===== src/rtl/player_controller_if.sv =====
// Team position bus: game state and raw buttons into a player_controller, player positions out.
interface player_controller_if;
    logic       game_on;
    logic       game_over;
    logic       btn_up;
    logic       btn_down;
    logic       btn_left;
    logic       btn_right;
    logic [9:0] ver_pos;
    logic [9:0] hor_pos;
    logic       pos_update;

    modport master (
        output game_on, game_over, btn_up, btn_down, btn_left, btn_right,
        input  ver_pos, hor_pos, pos_update
    );

    modport slave (
        input  game_on, game_over, btn_up, btn_down, btn_left, btn_right,
        output ver_pos, hor_pos, pos_update
    );
endinterface


===== src/rtl/player_controller.sv =====
// One team's vertical/horizontal rod player: debounced buttons step the players per movement tick, clamped to the pitch.
// Optional build macro PLAYER_ACCEL_EN doubles the step after ACCEL_HOLD ticks of continuous same-direction hold.
module player_controller #(
    parameter int PLAYER_RADIUS      = 35,
    parameter int MOVEMENT_FREQUENCY = 200000,
    parameter int DEBOUNCE_CYCLES    = 250000,
    parameter int VER_HOME           = 275,
    parameter int HOR_HOME           = 405,
    parameter int ACCEL_HOLD         = 64
) (
    input logic                clk,
    input logic                rst,
    player_controller_if.slave bus
);
    localparam int VER_MIN = 36 + PLAYER_RADIUS;
    localparam int VER_MAX = 510 - PLAYER_RADIUS;
    localparam int HOR_MIN = 150 + PLAYER_RADIUS;
    localparam int HOR_MAX = 660 - PLAYER_RADIUS;
    localparam int TICK_W  = $clog2(MOVEMENT_FREQUENCY + 2);
    localparam int DEB_W   = $clog2(DEBOUNCE_CYCLES + 1);

    typedef enum logic [1:0] {IDLE, PLAY, OVER} state_t;

    // Button bit order everywhere: [0]=up, [1]=down, [2]=left, [3]=right.
    logic [3:0]            sync1_q, sync1_d;
    logic [3:0]            sync2_q, sync2_d;
    logic [3:0]            deb_q, deb_d;
    logic [3:0][DEB_W-1:0] deb_cnt_q, deb_cnt_d;
    logic [TICK_W-1:0]     tick_cnt_q, tick_cnt_d;
    state_t                state_q, state_d;
    logic [9:0]            ver_q, ver_d;
    logic [9:0]            hor_q, hor_d;
    logic                  upd_q, upd_d;
    logic                  tick;
    logic [1:0]            vdir, hdir;
    logic [1:0]            vstep, hstep;

    function automatic logic signed [10:0] step_pos(input logic [9:0] pos,
                                                    input logic [1:0] dir,
                                                    input logic [1:0] step);
        logic signed [10:0] base;
        logic signed [10:0] delta;
        base  = $signed({1'b0, pos});
        delta = $signed({9'd0, step});
        case (dir)
            2'b01:   return base - delta;
            2'b10:   return base + delta;
            default: return base;
        endcase
    endfunction

    function automatic logic [9:0] clamp_pos(input logic signed [10:0] val,
                                             input int lo, input int hi);
        if (val < lo) return 10'(lo);
        if (val > hi) return 10'(hi);
        return val[9:0];
    endfunction

    // Direction code {plus, minus}; opposing buttons cancel to 2'b00.
    assign vdir = {deb_q[1] & ~deb_q[0], deb_q[0] & ~deb_q[1]};
    assign hdir = {deb_q[3] & ~deb_q[2], deb_q[2] & ~deb_q[3]};
    assign tick = (tick_cnt_q == TICK_W'(MOVEMENT_FREQUENCY));

`ifdef PLAYER_ACCEL_EN
    localparam int HOLD_W = $clog2(ACCEL_HOLD + 1);

    logic [1:0]        vdir_q, vdir_d, hdir_q, hdir_d;
    logic [HOLD_W-1:0] vhold_q, vhold_d, hhold_q, hhold_d;

    function automatic logic [HOLD_W-1:0] next_hold(input logic [1:0] dir,
                                                    input logic [1:0] prev,
                                                    input logic [HOLD_W-1:0] hold);
        if (dir == 2'b00) return '0;
        if (dir != prev) return HOLD_W'(1);
        if (hold == HOLD_W'(ACCEL_HOLD)) return hold;
        return hold + HOLD_W'(1);
    endfunction

    // The doubled step uses the hold count reached before this tick.
    assign vstep = (vdir != 2'b00 && vdir == vdir_q && vhold_q == HOLD_W'(ACCEL_HOLD)) ? 2'd2 : 2'd1;
    assign hstep = (hdir != 2'b00 && hdir == hdir_q && hhold_q == HOLD_W'(ACCEL_HOLD)) ? 2'd2 : 2'd1;

    always_comb begin
        vdir_d  = vdir_q;
        hdir_d  = hdir_q;
        vhold_d = vhold_q;
        hhold_d = hhold_q;
        if (state_q != PLAY) begin
            vdir_d  = 2'b00;
            hdir_d  = 2'b00;
            vhold_d = '0;
            hhold_d = '0;
        end else if (tick) begin
            vdir_d  = vdir;
            hdir_d  = hdir;
            vhold_d = next_hold(vdir, vdir_q, vhold_q);
            hhold_d = next_hold(hdir, hdir_q, hhold_q);
        end
    end

    always_ff @(posedge clk or posedge rst) begin
        if (rst) begin
            vdir_q  <= 2'b00;
            hdir_q  <= 2'b00;
            vhold_q <= '0;
            hhold_q <= '0;
        end else begin
            vdir_q  <= vdir_d;
            hdir_q  <= hdir_d;
            vhold_q <= vhold_d;
            hhold_q <= hhold_d;
        end
    end
`else
    // ACCEL_HOLD only shapes the accelerated build; here every move is one pixel.
    assign vstep = (ACCEL_HOLD > 0) ? 2'd1 : 2'd1;
    assign hstep = 2'd1;
`endif

    always_comb begin
        sync1_d    = {bus.btn_right, bus.btn_left, bus.btn_down, bus.btn_up};
        sync2_d    = sync1_q;
        deb_d      = deb_q;
        deb_cnt_d  = deb_cnt_q;
        tick_cnt_d = tick ? '0 : tick_cnt_q + TICK_W'(1);

        // A level is accepted on its DEBOUNCE_CYCLES-th consecutive differing cycle.
        for (int i = 0; i < 4; i++) begin
            if (sync2_q[i] != deb_q[i]) begin
                if (deb_cnt_q[i] == DEB_W'(DEBOUNCE_CYCLES - 1)) begin
                    deb_d[i]     = sync2_q[i];
                    deb_cnt_d[i] = '0;
                end else begin
                    deb_cnt_d[i] = deb_cnt_q[i] + DEB_W'(1);
                end
            end else begin
                deb_cnt_d[i] = '0;
            end
        end

        state_d = state_q;
        case (state_q)
            IDLE:    if (bus.game_on && !bus.game_over) state_d = PLAY;
            PLAY:    if (bus.game_over) state_d = OVER;
            OVER:    if (!bus.game_on && !bus.game_over) state_d = IDLE;
            default: state_d = IDLE;
        endcase

        ver_d = ver_q;
        hor_d = hor_q;
        if (state_q == IDLE) begin
            ver_d = 10'(VER_HOME);
            hor_d = 10'(HOR_HOME);
        end else if (state_q == PLAY && tick) begin
            ver_d = clamp_pos(step_pos(ver_q, vdir, vstep), VER_MIN, VER_MAX);
            hor_d = clamp_pos(step_pos(hor_q, hdir, hstep), HOR_MIN, HOR_MAX);
        end

        // Strobe only on a visible change, so a saturated clamp stays silent.
        upd_d = (ver_d != ver_q) || (hor_d != hor_q);
    end

    always_ff @(posedge clk or posedge rst) begin
        if (rst) begin
            sync1_q    <= '0;
            sync2_q    <= '0;
            deb_q      <= '0;
            deb_cnt_q  <= '0;
            tick_cnt_q <= '0;
            state_q    <= IDLE;
            ver_q      <= 10'(VER_HOME);
            hor_q      <= 10'(HOR_HOME);
            upd_q      <= 1'b0;
        end else begin
            sync1_q    <= sync1_d;
            sync2_q    <= sync2_d;
            deb_q      <= deb_d;
            deb_cnt_q  <= deb_cnt_d;
            tick_cnt_q <= tick_cnt_d;
            state_q    <= state_d;
            ver_q      <= ver_d;
            hor_q      <= hor_d;
            upd_q      <= upd_d;
        end
    end

    assign bus.ver_pos    = ver_q;
    assign bus.hor_pos    = hor_q;
    assign bus.pos_update = upd_q;
endmodule


===== src/flat_wrapper.sv =====
// flat-port wrapper written by rule: the top's interface ports become plain ports
module player_controller_flat 
#(
    parameter int PLAYER_RADIUS      = 35,
    parameter int MOVEMENT_FREQUENCY = 200000,
    parameter int DEBOUNCE_CYCLES    = 250000,
    parameter int VER_HOME           = 275,
    parameter int HOR_HOME           = 405,
    parameter int ACCEL_HOLD         = 64
)
  (clk, rst, bus_game_on, bus_game_over, bus_btn_up, bus_btn_down, bus_btn_left, bus_btn_right, bus_ver_pos, bus_hor_pos, bus_pos_update);
  player_controller_if bus_i ();
  input logic clk;
  input logic rst;
  input wire logic [$bits(bus_i.game_on)-1:0] bus_game_on;
  input wire logic [$bits(bus_i.game_over)-1:0] bus_game_over;
  input wire logic [$bits(bus_i.btn_up)-1:0] bus_btn_up;
  input wire logic [$bits(bus_i.btn_down)-1:0] bus_btn_down;
  input wire logic [$bits(bus_i.btn_left)-1:0] bus_btn_left;
  input wire logic [$bits(bus_i.btn_right)-1:0] bus_btn_right;
  output wire logic [$bits(bus_i.ver_pos)-1:0] bus_ver_pos;
  output wire logic [$bits(bus_i.hor_pos)-1:0] bus_hor_pos;
  output wire logic [$bits(bus_i.pos_update)-1:0] bus_pos_update;
  assign bus_i.game_on = bus_game_on;
  assign bus_i.game_over = bus_game_over;
  assign bus_i.btn_up = bus_btn_up;
  assign bus_i.btn_down = bus_btn_down;
  assign bus_i.btn_left = bus_btn_left;
  assign bus_i.btn_right = bus_btn_right;
  assign bus_ver_pos = bus_i.ver_pos;
  assign bus_hor_pos = bus_i.hor_pos;
  assign bus_pos_update = bus_i.pos_update;
  player_controller #(.PLAYER_RADIUS(PLAYER_RADIUS), .MOVEMENT_FREQUENCY(MOVEMENT_FREQUENCY), .DEBOUNCE_CYCLES(DEBOUNCE_CYCLES), .VER_HOME(VER_HOME), .HOR_HOME(HOR_HOME), .ACCEL_HOLD(ACCEL_HOLD)) u_core (.clk(clk), .rst(rst), .bus(bus_i));
endmodule

===== config.mk =====
export PLATFORM = sky130hd
export DESIGN_NAME = player_controller_flat
export DESIGN_NICKNAME = d
export VERILOG_FILES = /design/src/rtl/player_controller_if.sv /design/src/rtl/player_controller.sv /design/src/flat_wrapper.sv
export SDC_FILE = /design/constraint.sdc
export NUM_CORES = 1
export LEC_CHECK = 0
export CAP_MARGIN = 20
export CELL_PAD_IN_SITES_DETAIL_PLACEMENT = 1
export CELL_PAD_IN_SITES_GLOBAL_PLACEMENT = 1
export CORE_ASPECT_RATIO = 1.4
export CORE_MARGIN = 3
export CORE_UTILIZATION = 50
export CTS_CLUSTER_SIZE = 16
export DETAILED_ROUTE_END_ITERATION = 7
export DONT_BUFFER_PORTS = 1
export PLACE_DENSITY = 0.9
export SYNTH_ARGS = -nofsm -noshare
export SYNTH_HDL_FRONTEND = slang
export SYNTH_SLANG_ARGS = --single-unit

===== constraint.sdc =====
create_clock -name clk -period 5.75 [get_ports clk]
set_input_delay 1.4375 -clock clk [delete_from_list [all_inputs] [get_ports clk]]
set_output_delay 1.4375 -clock clk [all_outputs]
set_load 0.1 [all_outputs]

==> flow_summary.json <==
{
  "crit_fanout": 7,
  "vias": 6260,
  "synth_area_leaders": "dfrtp_1 (39%), nor2_1 (6.6%), xnor2_1 (5.3%)",
  "initial_core_util_pct": 51.2,
  "clk_pin_slew_ns": 0.06,
  "finalClockSkew_ns": 0.00627,
  "worstSkewPairLatency_ns": 0.43,
  "drtPass1Iterations": 5,
  "syn_nets": 854,
  "worst_ep_arrival_time_ns": 4.83,
  "cts_max_path_buffers": 2,
  "synth_top_area_share_pct": 39.2,
  "swShare_pct": 24.8,
  "fin_crit_sh_pct": 79.0,
  "status": "finished clean",
  "synth_edf_count": 0,
  "place_inst": 991,
  "stdcell_count": 1023,
  "fmax_mhz": 220,
  "multiInputGateArea_um2": 4060,
  "cp_cell_sequence": "ha_1, a21o_1, a221o_1, a2111oi_0, or3_1, nand2_1, nand4bb_1, nand2_1, o21ai_1, or3_1, nor4_1, nand4_1",
  "die_w_um": 109,
  "dp_hpwl_mm": 13.9,
  "synth_common_cells": "nor2_1 (131), dfrtp_1 (116), nand2_1 (69), xnor2_1 (45), xor2_1 (44)",
  "drc": 0,
  "io_pins": 29,
  "grt_pass1_wl_mm": 34.2,
  "cts_hold_buf": 0,
  "yosysTopAreaCell": "dfrtp_1",
  "antenna_found_initial": 0,
  "syn_area_per_cell_um2": 9.09,
  "num-fill-cells": 1688,
  "core-area_um2": 14400,
  "finalSetupViolCount": 0,
  "clock_power_share_pct": 52.6,
  "dieHeight_um": 150,
  "via_per_inst": 6.12,
  "regArea_um2": 3140,
  "post_drt_wl_per_cell_um": 19.8,
  "path_class": "register to register",
  "yosysUniqueCellTypes": 68,
  "ys_seq_area_share_pct": 42.4,
  "slowest_stage": "dfrtp_1",
  "syn_area_um2": 7400,
  "grt_usage_pct": 26.5,
  "layout_min_cycle_time_ns": 4.54,
  "grt_overflow": 0,
  "synthFlopType": "dfrtp_1",
  "hold_class": "register to register",
  "worst-slew-pin-transition_ns": 1.13,
  "rsz0062_at_grt": "no",
  "endpoint_kind": "register",
  "cts_resized": 0,
  "p_int_mw": 1.61,
  "clockRootBuffer": "clkbuf_16",
  "area_growth_pct": 11.1,
  "postCtsSetupBuffers": 0,
  "relSlewSlack_pct": 24.4,
  "cpPeakStageDelay_ns": 1.09,
  "ir_drop_v": 0.000277,
  "ys_async_sr_fraction_pct": 100,
  "p_leak_nw": 3.54,
  "hold_viol_final": 0,
  "postSynthCellCount": 814,
  "cts.sink_count": 125,
  "cp.required_ns": 6.04,
  "grt_max_degree": 49,
  "grt_pass1_vias": 7087,
  "routed_wl_mm": 20.3,
  "dieArea_um2": 16300,
  "first_iter_violations": 443,
  "p_per_area_nw_per_um2": 260,
  "startpoint_type": "register",
  "ant_nets": 0,
  "yosysWarnings": 0,
  "cts_tree": "yes",
  "cts_buffers": 17,
  "combPwrFrac_pct": 3.9,
  "switchingPower_uw": 531,
  "io_buffers": 0,
  "drive_above_1_share_pct": 7.43,
  "synth-seq-cells": 125,
  "synth_most_common_cell": "nor2_1",
  "routabilityCongestion": 0.880,
  "h-tree-depth": 4,
  "slew_viol_final": 0,
  "nets": 861,
  "rows": 52,
  "drv_cap": 0,
  "antennaDiodeCount": 0,
  "fin_tns_setup_ns": 0,
  "seq_power_share_pct": 43.5
}
==> registers in the layout, summed over array words and instances (netlist names) <==
signal	flops
u_core.sync1_q	4
u_core.deb_q	4
u_core.state_q	2
u_core.bus.ver_pos	10
u_core.deb_cnt_q	72
u_core.tick_cnt_q	18
u_core.bus.hor_pos	10
u_core.sync2_q	4
u_core.bus.pos_update	1
==> layout make-up <==
type / count / area share [%]
clock buffer: 18 / 5.22
clock inverter: 14 / 2.22
inverter: 27 / 1.26
multi-input combinational: 641 / 49.4
sequential: 125 / 38.2
tap: 189 / 2.88
timing repair buffer: 9 / 0.822
==> logic make-up (layout without fill, tap and decap cells) <==
family	Yosys count	after routing	share of synthesized area, %
adder cells (fa/ha/maj)	32	32	5.62
AO/OA/AOI/OAI	144	144	13.5
buffers and inverters	48	68	2.64
AND/OR/NAND/NOR	371	371	24.6
flip-flops	125	125	42.4
XOR/XNOR	89	89	10.5
multiplexers	5	5	0.710
==> worst max-delay path: cells and delay by family (launching register included) <==
kind / cells / cell delay [ns]
AOI/OAI and AO/OA: 4 / 1.24
adders and majority gates: 1 / 0.43
DFF: 1 / 1.09
and+or+nand+nor: 7 / 1.64
==> placed cells by master (no fill, tap or decap), drive strengths merged, types with 29 or more instances in the layout <==
master	instances
nor2	131
dfrtp	116
nand2	69
xnor2	45
xor2	44
nand3	43
o21ai	37
inv	34
ha	30
a21oi	29
==> power by group through the flow <==
stage | Clock, mW | Combinational, mW | Sequential [mW]
after detailed placement | 0 | 0.0833 | 0.946
after CTS | 1.14 | 0.0841 | 0.931
after global placement | 0 | 0.0788 | 0.944
final | 1.12 | 0.0831 | 0.931
after global routing | 1.18 | 0.0928 | 0.933
after floorplan | 0 | 0.0631 | 0.939
==> metal layers <==
metal | vias to the layer above | wire, um | global-route usage (%)
met5 | - | 0 | 0
met3 | 71 | 743 | 5.91
li1 | 2886 | - | -
met2 | 142 | 10900 | 47.2
met4 | 0 | 867 | 16.1
met1 | 3161 | 7760 | 27.9
==> final timing paths <==
path	depth (start not counted)	from	endpoint	slack, ns
max reg2reg	12	u_core.bus.ver_pos[6]$_DFF_PP0_	u_core.bus.pos_update$_DFF_PP0_	1.21
min reg2reg	0	u_core.sync1_q[1]$_DFF_PP0_	u_core.sync2_q[1]$_DFF_PP0_	0.35
min in group asynchronous	1	rst	u_core.deb_cnt_q[33]$_DFF_PP0_	0.90
max in group asynchronous	2	rst	u_core.deb_cnt_q[55]$_DFF_PP0_	3.85
max	12	u_core.bus.ver_pos[6]$_DFF_PP0_	u_core.bus.pos_update$_DFF_PP0_	1.21
min	0	u_core.sync1_q[1]$_DFF_PP0_	u_core.sync2_q[1]$_DFF_PP0_	0.35
==> metrics by stage <==
| stage | area, um^2 | total power [mW] | hold slack [ns] | utilization (%) | setup WS (ns) |
|---|---|---|---|---|---|
| 2_1_floorplan | 7400 | 1.00 | 0.331 | - | 1.00 |
| 3_3_place_gp | 7610 | 1.02 | 0.337 | 52.7 | 1.58 |
| 3_5_place_dp | 7610 | 1.03 | 0.340 | 52.7 | 1.43 |
| 4_1_cts | 8220 | 2.16 | 0.352 | 56.9 | 1.29 |
| 5_1_grt | 8220 | 2.21 | 0.365 | 56.9 | 1.00 |
| 6_report | 8220 | 2.14 | 0.350 | 56.9 | 1.21 |
Power figures use the tool's default switching activity.
